### src/rtl/program_loader.sv
// Byte-stream program loader: takes a 16-bit word count and then big-endian 32-bit words,
// and writes them into the instruction memory. The processor is held in reset while loading.
module program_loader #(
    parameter int MEMORY_DEPTH = 32,
    parameter int DATA_WIDTH   = 32
) (
    input  logic                  clk,
    input  logic                  reset,
    input  logic                  Start,
    input  logic [7:0]            ByteIn,
    input  logic                  ByteValid,
    output logic                  ByteReady,
    output logic                  WriteEnable,
    output logic [DATA_WIDTH-1:0] WriteAddress,
    output logic [DATA_WIDTH-1:0] WriteData,
    output logic                  CpuHold,
    output logic                  Done,
    output logic                  Error
);

    localparam int IW = (MEMORY_DEPTH > 1) ? $clog2(MEMORY_DEPTH) : 1;
    localparam logic [16:0] DEPTH_L = 17'(MEMORY_DEPTH);

    typedef enum logic [2:0] {
        IDLE,
        CNT_HI,
        CNT_LO,
        DATA,
        WRITE,
        DONE,
        ERROR
    } state_t;

    state_t state, next_state;

    logic [7:0]            count_hi;
    logic [15:0]           count;
    logic [15:0]           lo_count;
    logic [1:0]            byte_idx;
    logic [IW-1:0]         word_idx;
    logic [DATA_WIDTH-1:0] word;
    logic [16:0]           word_next;
    logic                  last_word;
    logic                  start_ok;

    assign lo_count  = {count_hi, ByteIn};
    assign word_next = 17'(word_idx) + 17'd1;
    assign last_word = (word_next == {1'b0, count});
    assign start_ok  = Start && (state == IDLE || state == DONE || state == ERROR);

    // Address and data come straight from registers; the index only moves after the strobe.
    assign WriteAddress = DATA_WIDTH'({word_idx, 2'b00});
    assign WriteData    = word;

    always_ff @(posedge clk or negedge reset) begin
        if (!reset) begin
            state <= IDLE;
        end else begin
            state <= next_state;
        end
    end

    always_comb begin
        next_state  = state;
        ByteReady   = 1'b0;
        WriteEnable = 1'b0;
        CpuHold     = 1'b0;
        Done        = 1'b0;
        Error       = 1'b0;
        case (state)
            IDLE: begin
                if (Start) next_state = CNT_HI;
            end
            CNT_HI: begin
                ByteReady = 1'b1;
                CpuHold   = 1'b1;
                if (ByteValid) next_state = CNT_LO;
            end
            CNT_LO: begin
                ByteReady = 1'b1;
                CpuHold   = 1'b1;
                if (ByteValid) begin
                    if (lo_count == 16'd0)                  next_state = DONE;
                    else if ({1'b0, lo_count} > DEPTH_L)    next_state = ERROR;
                    else                                    next_state = DATA;
                end
            end
            DATA: begin
                ByteReady = 1'b1;
                CpuHold   = 1'b1;
                if (ByteValid && byte_idx == 2'd3) next_state = WRITE;
            end
            WRITE: begin
                WriteEnable = 1'b1;
                CpuHold     = 1'b1;
                next_state  = last_word ? DONE : DATA;
            end
            DONE: begin
                Done = 1'b1;
                if (Start) next_state = CNT_HI;
            end
            ERROR: begin
                Error   = 1'b1;
                CpuHold = 1'b1;
                if (Start) next_state = CNT_HI;
            end
            default: next_state = IDLE;
        endcase
    end

    always_ff @(posedge clk or negedge reset) begin
        if (!reset) begin
            count_hi <= '0;
            count    <= '0;
            byte_idx <= '0;
            word_idx <= '0;
            word     <= '0;
        end else begin
            if (start_ok) begin
                byte_idx <= '0;
                word_idx <= '0;
            end
            if (ByteValid && ByteReady) begin
                case (state)
                    CNT_HI: count_hi <= ByteIn;
                    CNT_LO: count    <= lo_count;
                    DATA: begin
                        word     <= {word[DATA_WIDTH-9:0], ByteIn};
                        byte_idx <= byte_idx + 2'd1;
                    end
                    default: ;
                endcase
            end
            if (state == WRITE) word_idx <= word_idx + 1'b1;
        end
    end

endmodule

### config.mk
export PLATFORM = sky130hd
export DESIGN_NAME = program_loader
export DESIGN_NICKNAME = d
export VERILOG_FILES = /design/src/rtl/program_loader.sv
export SDC_FILE = /design/constraint.sdc
export NUM_CORES = 1
export LEC_CHECK = 0
export CORE_ASPECT_RATIO = 2
export CORE_MARGIN = 2
export CORE_UTILIZATION = 40
export CTS_CLUSTER_DIAMETER = 50
export CTS_CLUSTER_SIZE = 16
export DETAILED_ROUTE_END_ITERATION = 6
export GPL_TIMING_DRIVEN = 1
export PLACE_DENSITY = 0.79
export SLEW_MARGIN = 40
export SYNTH_ARGS = -nofsm -noshare
export SYNTH_HDL_FRONTEND = slang
export SYNTH_SLANG_ARGS = --single-unit
### constraint.sdc
create_clock -name clk -period 2.6 [get_ports clk]
set_input_delay 0.39 -clock clk [delete_from_list [all_inputs] [get_ports clk]]
set_output_delay 0.39 -clock clk [all_outputs]
set_load 0.005 [all_outputs]
==> flow_summary_export.csv <==
group,metric,value,unit
layout,postLayoutCoreUtil,52.4,%
layout,synthToLayoutAreaGrowth,26.4,%
floorplanning,coreArea,0.00760,sq mm
layout,drive_gt1_share,27.1,%
drt,drt_iter0_markers,48,
layout,nets,323,
placed_design,numPortBuffers,53,
drt,viasPerCell,5.05,
yosys,ys_ff_latch,66,
grt,grt_pass1_vias,2069,
grt,globalRouteMet1Util,18.5,%
layout,final_common_cell,"dfrtp_1",
worst_setup_path,cp_max_fo,8,
clock_network,ctsLongestPathBuffers,2,
grt,antenna_found_initial,0,
timing,fin_skew,5.81,ps
yosys,synth_edf_count,0,
worst_setup_path,crit_path_end_kind,"primary output",
clock_network,cts.repair.resized,0,
floorplanning,die_w,66.8,um
layout,final_cell_mix,"dfrtp_1, mux2_2, clkdlybuf4s50_1, conb_1",
floorplanning,die_area,0.00865,sq mm
timing,setup_viol,0,
floorplanning,rows,45,
grt,use_met2,27.6,%
drt,first_pass_iters,4,
clock_network,clk_pin_slew,50,ps
drt,wl_per_cell,15.6,um
yosys,synth_seq_area_share,52.4,%
power_and_ir_drop,p_per_area,1220,mW/mm^2
grt,busiest_layer,"met2",
worst_setup_path,r2r_cells,6,
yosys,syn_inst,249,
flow_run,cap_violations,0,
yosys,syn_avg_cell_area,12.7,sq um
worst_setup_path,r2r-start,"word_idx[0]",
layout,n_antenna_cell,0,
timing,worstMarginPinSlew,594,ps
placed_design,place_congestion,0.800,
clock_network,post_cts_buffers,0,
placed_design,place_hpwl,4490,um
worst_setup_path,crit_start,"state[1]",
timing,hold_viol_final,0,
worst_setup_path,worst_ep_required_time,2210,ps
layout,multi_input_area,0.00133,sq mm
power_and_ir_drop,leakagePower,1.76,nW
clock_network,hold_buffers,0,
drt,drt-total-wl,6390,um
layout,fillers,661,
layout,finalInstanceArea,0.00399,sq mm
yosys,synthArstFlopShare,100,%
timing,max_slew_margin,60.2,%
power_and_ir_drop,ir_drop,619,uV
worst_setup_path,r2r_end,"state[1]",
yosys,yosysUniqueCellTypes,44,
timing,finalSetupTns,0,ps
clock_network,cts_buffers,9,
yosys,ys_warn_count,0,
floorplanning,start_util,41.5,%
clock_network,root_buffer,"clkbuf_16",
drt,vias,2061,
drt,drc_errors,0,
outcome,status,"complete, no violations",
drt,ant_nets,0,
timing,fin_crit_sh,89.3,%
clock_network,htree_num_levels,3,
hold_path,hold_class,"in2async",
grt,grt_use_met3,2.95,%
timing,grt_setup_unrepaired,"no",
floorplanning,die_h,130,um
grt,grt_util_all_layers,16.2,%
timing,finalCriticalPeriod,2320,ps
yosys,synth_area,0.00315,sq mm
worst_setup_path,arrival,1930,ps
timing,maxSlewViolCount,0,
clock_network,clock-sinks,66,
worst_setup_path,r2r_setup_slack,590,ps
clock_network,clock_latency,330,ps
timing,timing.fmax,431,MHz
grt,grt_pass1_wl,10300,um
yosys,synthFlopType,"dfrtp_1",
worst_setup_path,critical_path_class,"reg2out",
grt,grt_max_degree,67,
layout,seqCellArea,0.00165,sq mm
worst_setup_path,cp-start-kind,"flop",
grt,overflow,0,
clock_network,cts_tree,"yes",
floorplanning,io_pins,81,
placed_design,place_area,0.00370,sq mm
cells in the mapped netlist, types with 2 or more instances:
master | count | area (sq um)
buf_4 | 27 | 203
dfrtp_1 | 66 | 1650
nor4_1 | 2 | 12.5
xnor2_1 | 3 | 26.3
o21ai_0 | 9 | 45.0
inv_1 | 3 | 11.3
clkbuf_1 | 2 | 7.51
buf_2 | 6 | 30.0
nand2_1 | 9 | 33.8
nand3b_1 | 3 | 22.5
a21oi_1 | 5 | 25.0
nand3_1 | 4 | 20.0
xor2_1 | 4 | 35.0
and2_1 | 2 | 12.5
or4_1 | 4 | 30.0
o21bai_1 | 2 | 15.0
nor2_1 | 9 | 33.8
ha_1 | 2 | 25.0
nor3_1 | 3 | 15.0
mux2_2 | 56 | 631
o22ai_1 | 5 | 31.3
where the power goes:
part	internal (W)	switching, W	total, W
clock network	0.000734	0.000429	0.00116
registers	0.00151	0.000349	0.00186
logic	0.00113	0.000703	0.00184
total	0.00338	0.00148	0.00486
registers in the layout, summed over array words and instances (netlist names):
| signal | flops |
|---|---|
| count | 16 |
| WriteData | 32 |
| state | 3 |
| byte_idx | 2 |
| count_hi | 8 |
| word_idx | 5 |
per-layer routing:
metal	wire [um]	share of wire, %
met2	3390	53
met3	272	4.3
met4	179	2.8
met1	2540	40
met5	0	0
worst max-delay path, stage by stage, from the launching register on:
cell and delay, ps:
dfrtp_1 390, nor2_1 220, nand2_1 230, inv_1 220
clkdlybuf4s50_1 540
worst max-delay path by stage:
stage	endpoint	cells after the start
floorplan	state[1]	6
CTS	WriteEnable	4
global placement	state[2]	6
global route	WriteEnable	4
detailed placement	state[2]	6
finish	WriteEnable	4
layout make-up:
cell class | instances | share of cell area (%)
Clock buffer | 10 | 5.74
Clock inverter | 6 | 1.44
Inverter | 4 | 0.377
Multi-Input combinational cell | 169 | 33.4
Sequential cell | 66 | 41.4
Tap cell | 94 | 2.95
Timing Repair Buffer | 59 | 14.6
cells by family (layout without fill, tap and decap cells):
logic type | Yosys count | after routing | share of synthesized area, %
xor gates and xnor gates | 8 | 8 | 2.66
other | 1 | 27 | 0.119
AOI/OAI and AO/OA | 30 | 30 | 6.19
buffers and inverters | 40 | 79 | 8.45
adders and majority gates | 2 | 2 | 0.794
and+or+nand+nor | 45 | 45 | 9.09
DFF | 66 | 66 | 52.4
muxes | 57 | 57 | 20.3
per-stage QoR:
stage,setup slack [ps],cells,hold WS [ps],power (W)
after detailed placement,456,392,437,0.00372
after CTS,301,408,89.5,0.00491
final,278,408,60.1,0.00486
after floorplan,748,275,94.4,0.00287
after global placement,485,392,426,0.00365
after global routing,151,408,108,0.00514
Note: power is estimated with default switching activity, not from simulation.
